### src/rtl/_reg_wr_arbiter.sv
//------------------------------------------------------------------------------
// _reg_wr_arbiter
//   Round-robin write arbiter for one shared enable-register. Up to N
//   requesters post a write (req + data); at most one winner per cycle drives
//   the register's enable/data, and that winner receives a one-cycle ack.
//   The requester acked last cycle is masked for one cycle, so a request
//   still high while its ack is visible is not mistaken for a new one.
//
// Parameters
//   N    number of requesters (>= 2)
//   n    data width in bits (shared register word length)
//   IDW  grant_id width, derived from N
//
// Ports
//   clk       in   1     clock, rising edge
//   rst       in   1     asynchronous reset, active-low
//   stall     in   1     1 = no new grant this cycle
//   req       in   N     req[i] = requester i has a pending write
//   data      in   N*n   requester i data at data[i*n +: n]
//   reg_en    out  1     registered enable to the shared register
//   reg_d     out  n     registered data to the shared register
//   ack       out  N     one-hot, one-cycle pulse for the issued requester
//   grant_id  out  IDW   index of the current winner, valid while reg_en=1
//   busy      out  1     some eligible request was left ungranted last cycle
//------------------------------------------------------------------------------
module _reg_wr_arbiter #(
   parameter int N   = 4,
   parameter int n   = 8,
   localparam int IDW = $clog2(N)
) (
   input  logic             clk,
   input  logic             rst,
   input  logic             stall,
   input  logic [N-1:0]     req,
   input  logic [N*n-1:0]   data,
   output logic             reg_en,
   output logic [n-1:0]     reg_d,
   output logic [N-1:0]     ack,
   output logic [IDW-1:0]   grant_id,
   output logic             busy
);

   logic             r_reg_en;
   logic [n-1:0]     r_reg_d;
   logic [N-1:0]     r_ack;
   logic [IDW-1:0]   r_grant_id;
   logic             r_busy;
   logic [IDW-1:0]   r_ptr;
   logic [N-1:0]     r_mask;

   logic [N-1:0]     w_eligible;
   logic             w_found;
   logic             w_grant;
   logic [IDW-1:0]   w_win;
   logic [N-1:0]     w_win_oh;
   logic [n-1:0]     w_win_data;
   logic [IDW-1:0]   w_ptr_next;
   logic             w_busy_next;

   // Round-robin scan starting at r_ptr; first eligible index wins.
   always_comb begin
      // NOTE: every comb output gets a default before any branch, so no
      // path leaves a value unassigned and no latch is inferred.
      w_eligible = req & ~r_mask;
      w_found    = 1'b0;
      w_win      = '0;
      for (int k = 0; k < N; k++) begin
         int idx;
         idx = int'(r_ptr) + k;
         if (idx >= N) idx = idx - N;
         if (!w_found && w_eligible[idx]) begin
            w_found = 1'b1;
            w_win   = IDW'(idx);
         end
      end

      w_grant  = w_found & ~stall;
      w_win_oh = '0;
      if (w_grant) w_win_oh[w_win] = 1'b1;

      w_win_data  = data[int'(w_win)*n +: n];
      // N need not be a power of two, so wrap explicitly.
      w_ptr_next  = (w_win == IDW'(N-1)) ? '0 : w_win + 1'b1;
      w_busy_next = |(w_eligible & ~w_win_oh);
   end

   // NOTE: all state updates use non-blocking assignments so every register
   // samples the pre-edge values regardless of statement order.
   always_ff @(posedge clk or negedge rst) begin
      if (!rst) begin
         r_reg_en   <= 1'b0;
         r_reg_d    <= '0;
         r_ack      <= '0;
         r_grant_id <= '0;
         r_busy     <= 1'b0;
         r_ptr      <= '0;
         r_mask     <= '0;
      end else begin
         r_busy <= w_busy_next;
         if (w_grant) begin
            r_reg_en   <= 1'b1;
            r_reg_d    <= w_win_data;
            r_grant_id <= w_win;
            r_ack      <= w_win_oh;
            r_ptr      <= w_ptr_next;
            r_mask     <= w_win_oh;
         end else begin
            // reg_d, grant_id and ptr hold; a stall also clears the mask.
            r_reg_en <= 1'b0;
            r_ack    <= '0;
            r_mask   <= '0;
         end
      end
   end

   assign reg_en   = r_reg_en;
   assign reg_d    = r_reg_d;
   assign ack      = r_ack;
   assign grant_id = r_grant_id;
   assign busy     = r_busy;

endmodule
### config.mk
export PLATFORM = sky130hd
export DESIGN_NAME = _reg_wr_arbiter
export DESIGN_NICKNAME = d
export VERILOG_FILES = /design/src/rtl/_reg_wr_arbiter.sv
export SDC_FILE = /design/constraint.sdc
export NUM_CORES = 1
export LEC_CHECK = 0
export BUFFER_PORTS_ARGS = -buffer_cell sky130_fd_sc_hd__buf_2
export CAP_MARGIN = 20
export CORE_AREA = 4 4 54 56
export DETAILED_ROUTE_END_ITERATION = 6
export DIE_AREA = 0 0 58 60
export PLACE_DENSITY_LB_ADDON = 0.08
export SYNTH_ARGS = -nofsm -noshare
export SYNTH_HDL_FRONTEND = slang
export SYNTH_SLANG_ARGS = --single-unit
### constraint.sdc
create_clock -name clk -period 1.9 [get_ports clk]
set_input_delay 0.38 -clock clk [delete_from_list [all_inputs] [get_ports clk]]
set_output_delay 0.38 -clock clk [all_outputs]
set_load 0.005 [all_outputs]
### Yosys cells after proc, flatten, opt, wreduce, memory -nomap -nowiden

Index checks and enable logic that the tools add are counted.

* output and inout bits: 16
* register bits after elaboration: 18
* input bits: 39
* logic and storage cells: 70

* mux-type cells: 30
* reductions and logical operators: 8
* shift-type cells: 1
* add/sub/neg operators: 8
* magnitude comparators: 10
* bitwise logic cells: 6
* eq/ne operators: 1

Operators with widths (number)
* 32-bit by 4-bit less-than comparator with 1-bit output, second input constant: 4
* 32-bit 2-to-1 mux: 4
* 32-bit by 6-bit variable part select with 8-bit output: 1
* 1-bit 2-to-1 mux: 14
* 3-bit by 3-bit subtractor with 4-bit output, second input constant: 3
* 2-bit 2-to-1 mux: 5
* 3-bit >= comparator, second input constant: 3
* 4-bit bitwise AND: 2
* 1-bit binary-select mux with 2-bit select: 4
* 4-bit 2-to-1 mux: 2
* 4-bit inverter: 2
* 2-bit by 2-bit adder with 3-bit output, second input constant: 2
* 1-bit logical AND: 4
* 4-bit OR reduction: 1
* 2-bit by 3-bit subtractor with 4-bit output, second input constant: 1
* 2-bit by 1-bit adder with 3-bit output, second input constant: 1
* 2-bit by 3-bit >= comparator with 1-bit output, second input constant: 1
* 1-bit zero test: 3
* 2-bit by 3-bit less-than comparator with 1-bit output, second input constant: 1
* 2-bit by 1-bit adder with 2-bit output, second input constant: 1
* 1-bit demux with 2-bit select: 1
* 2-bit equality test, second input constant: 1
* 2-bit by 1-bit >= comparator with 1-bit output, second input constant: 1
* 1-bit bitwise AND: 1
* 1-bit inverter: 1

### Depth between registers and ports, before layout

* word-level depth: 23
* mapped depth: 6
* mapped depth without buffers: 6

### Worst setup path before layout

Ideal clock, no wire load.

* kind: reg-to-reg
* from: register r_ptr[0]
* to: register r_busy (netlist: busy)
* period minus slack after synthesis: 1.620 ns
* buffers on the path: 0
* data required time: 1.769 ns
* arrival time: 1.489 ns
* slack: 0.280 ns
* cell stages (with the launch flop): 6
* library setup time: 0.131 ns
* cells stage by stage: dfrtp_1 or3b_1 a21oi_2 or3b_1 and4b_1 o211ai_2

* longest elaborated chain between the ends: 23
* elaborated cells on any way between the ends: 51
* those cells by class: add/sub (7); order compare (6); mux (27); bitwise (3); reduce/logical (8)

Ends and longest elaborated chain
* start: declaration: line 48 `logic [IDW-1:0] r_ptr;`
* start signal: assignment: line 105 `r_ptr <= w_ptr_next;`
* branches (longest 19 deep; another with 3-bit by 3-bit subtractor with 4-bit output)
* 4-bit 2-to-1 mux (*): line 79 `if (w_grant) w_win_oh[w_win] = 1'b1;`
* 4-bit inverter (*): line 84 `w_busy_next = |(w_eligible & ~w_win_oh);`
* 4-bit bitwise AND (*): line 84
* 4-bit OR reduction (*): line 84
* via w_busy_next: line 58 `logic w_busy_next;`
* end signal: assignment: line 99 `r_busy <= w_busy_next;`
* end: declaration: line 47 `logic r_busy;`

Mark *: on every way through the listed nets, which the timed path passes. The select of a mux whose other input is x is not followed.
A chain may end at the register's enable or synchronous reset.

### Worst setup path after layout

* from: register r_ptr[0]
* to: register r_reg_d[0] (netlist: reg_d[0])

* longest elaborated chain between the ends: 16
* elaborated cells on any way between the ends: 43
* those cells by class: add/sub (7); order compare (4); shift (1); mux (24); bitwise (1); reduce/logical (6)

Ends and longest elaborated chain
* branches (longest 16 deep; another with 3-bit by 3-bit subtractor with 4-bit output)
* end signal: assignment: line 102 `r_reg_d <= w_win_data;`
* end: declaration: line 44 `logic [n-1:0] r_reg_d;`

Parallel ways; which one is timed is not known. The select of a mux whose other input is x is not followed.

==> results.py <==
metrics = {
    "placement": {
        "place_ws_ns": 0.131,
        "dp_hpwl_mm": 1.88,
        "finalWeightedCongestion": 0.744,
        "dpl.cell_count": 177,
        "post_dp_cell_area_sq_um": 1360,
        "portBuffers": 54,
    },
    "clock_tree": {
        "clk_latency_ns": 0.29,
        "cts_resized": 0,
        "numCtsBuffers": 3,
        "cts_buffer_depth": 2,
        "cts_root_buffer": "clkbuf_4",
        "cts_setup_buffers": 0,
        "cts.clk_slew.worst_paths_ns": 0.11,
        "clock-sinks": 18,
        "postCtsHoldBufs": 0,
        "cts_htree_levels": 1,
        "cts_tree": "done",
    },
    "synthesis": {
        "synth_ff_type": "dfrtp_1",
        "syn_nets": 133,
        "ys_seq_area_share_pct": 43.0,
        "yosys.area_share.simple_pct": 18.9,
        "ys_types": 35,
        "synth-compound-area-share_pct": 18.4,
        "synth_xor_area_share_pct": 0.836,
        "async_reset_ff_share_pct": 100,
        "synth-edff-count": 0,
        "muxShareOfSynthArea_pct": 16.2,
        "yosys_warnings": 0,
        "synth.avg_cell_area_sq_um": 11.1,
        "synth_area_sq_um": 1050,
        "synthAdderAreaFrac_pct": 0,
        "syn_inst": 94,
        "synth_top_family_by_area": "simple AND/OR/NAND/NOR gates",
        "synth_seq_cells": 18,
    },
    "floorplan": {
        "num_io_pins": 55,
        "die_y_um": 60,
        "coreArea_sq_um": 2430,
        "rows": 18,
        "initial_core_util_pct": 43.1,
        "die_width_um": 58,
        "die_area_sq_um": 3480,
    },
    "grt": {
        "grt.total_usage_pct": 14.8,
        "grt_pass1_vias": 923,
        "antenna_found_initial": 0,
        "grt_max_degree": 25,
        "grt_overflow": 0,
        "grt_pass1_wl_mm": 3.96,
    },
    "sta": {
        "clock.fmax_mhz": 574,
        "layout_setup_ws_ns": 0.158,
        "finalHoldViolCount": 5,
        "max_slew_margin_pct": 72.4,
        "setup_tns_ns": 0,
        "whs_ns": -0.00209,
        "setup_viol_count_final": 0,
        "rsz0062_at_grt": "no",
        "finClkSkew_ns": 0.0103,
        "period_needed_ns": 1.74,
        "slew_viol_final": 0,
        "worst_pin_slew_ns": 0.414,
        "post-route-period-util_pct": 91.7,
    },
    "critical_path": {
        "arrival_ns": 1.90,
        "cp_cell_sequence": "or3b_1, a21oi_2, nor2_2, nand2_2, o221ai_1",
        "crit_path_start_kind": "flip-flop",
        "path_delay_family": "simple AND/OR/NAND/NOR gates",
        "cpMaxStageDelayCell": "dfrtp_1",
        "required_ns": 2.05,
        "worstPathBufferInverterCount": 0,
        "slowest_delay_ns": 0.46,
        "endpoint_kind": "flip-flop",
        "crit_fanout": 9,
        "crit_type": "reg -> reg",
    },
    "run": {
        "maxCapViolations": 0,
    },
    "routing": {
        "vias": 956,
        "via_per_inst": 5.28,
        "firstDrtPassIters": 4,
        "drtIter0Drc": 21,
        "ant_nets": 0,
        "drc_errors": 0,
        "wl_mm": 2.40,
        "wl_per_cell_um": 13.2,
    },
    "power_and_ir_drop": {
        "power.density_nw_per_um2": 1230,
        "irDropWorstVdd_mv": 0.877,
        "leakage_nw": 0.725,
    },
    "final_layout": {
        "areaGrowthSynthToFinish_pct": 33.2,
        "diodes": 0,
        "fin_area_sq_um": 1400,
        "nFillCells": 229,
        "final_common_cell": "buf_2",
        "regArea_sq_um": 450,
        "final_cell_mix": "buf_2, dfrtp_1, mux2i_1, nand2_1, o221ai_1",
        "finalNonFillerCells": 181,
        "drive_gt1_share_pct": 46.4,
        "multi_input_area_sq_um": 569,
        "nets": 191,
    },
    "status": {
        "outcome": "finished with violations",
        "violations": "hold timing",
    },
    "min_path": {
        "hold_path.class": "in -> async",
    },
}
## layer usage
layer  track usage (%)  part of all wire [%]  vias to the layer above
met5                 0                     0                        -
met1              18.6                    44                      445
met4              7.95                   2.6                        0
met3              2.59                   7.0                        8
met2              24.0                    46                       36
li1                  -                     -                      467
## where the power goes
part / leakage, nW / switching (mW) / internal (mW) / total, mW
Clock: 0.0210 / 0.116 / 0.117 / 0.233
Sequential: 0.222 / 0.102 / 0.529 / 0.631
Combinational: 0.483 / 0.431 / 0.422 / 0.853
## registers in the layout, indices dropped and copies added, names as in the netlist
signal,cells
reg_en,1
busy,1
grant_id,2
r_mask,4
r_ptr,2
reg_d,8
## Yosys cell counts, types with 2 or more instances
| master | number | share of area (%) |
|---|---|---|
| nor3_1 | 2 | 0.96 |
| nand2b_1 | 2 | 1.2 |
| mux2i_1 | 17 | 16 |
| nand2_1 | 11 | 3.9 |
| nor2_1 | 4 | 1.4 |
| dfrtp_1 | 18 | 43 |
| o21ai_1 | 3 | 1.4 |
| nor2b_1 | 2 | 1.2 |
| o221ai_1 | 8 | 6.7 |
| or3b_1 | 2 | 1.7 |
## final cells by class
type,count,area share [%]
Multi-Input combinational cell,72,40.8
Sequential cell,18,32.3
Timing Repair Buffer,56,21.3
Tap cell,30,2.69
Clock buffer,4,2.60
Inverter,1,0.269
## logic make-up after synthesis
| family | Yosys count |
|---|---|
| compound gates | 20 |
| xor+xnor | 1 |
| buf+inv | 4 |
| flops | 18 |
| mux | 17 |
| simple gates | 34 |
## stage by stage
step	util, %	hold slack (ns)	total power, mW
after global routing	57.4	0.0202	1.86
final	57.4	-0.00209	1.72
after global placement	55.9	0.338	1.49
after detailed placement	55.9	0.339	1.51
after CTS	57.4	0.00641	1.74
after floorplan	-	0.0844	1.21
## worst paths after layout
path,start,end,slack [ns],cells past startpoint
worst min register to register,grant_id[0]$_DFFE_PN0P_,grant_id[0]$_DFFE_PN0P_,0.49,1
worst max register to register,r_ptr[0]$_DFFE_PN0P_,reg_d[0]$_DFFE_PN0P_,0.16,5
min in group clk,stall,busy$_DFF_PN0_,0.35,3
worst max-delay path,r_ptr[0]$_DFFE_PN0P_,reg_d[0]$_DFFE_PN0P_,0.16,5
max in group asynchronous,rst,reg_d[0]$_DFFE_PN0P_,1.61,1
worst min-delay path,rst,r_mask[1]$_DFF_PN0_,-0.002,1
Power figures use the tool's default switching activity.
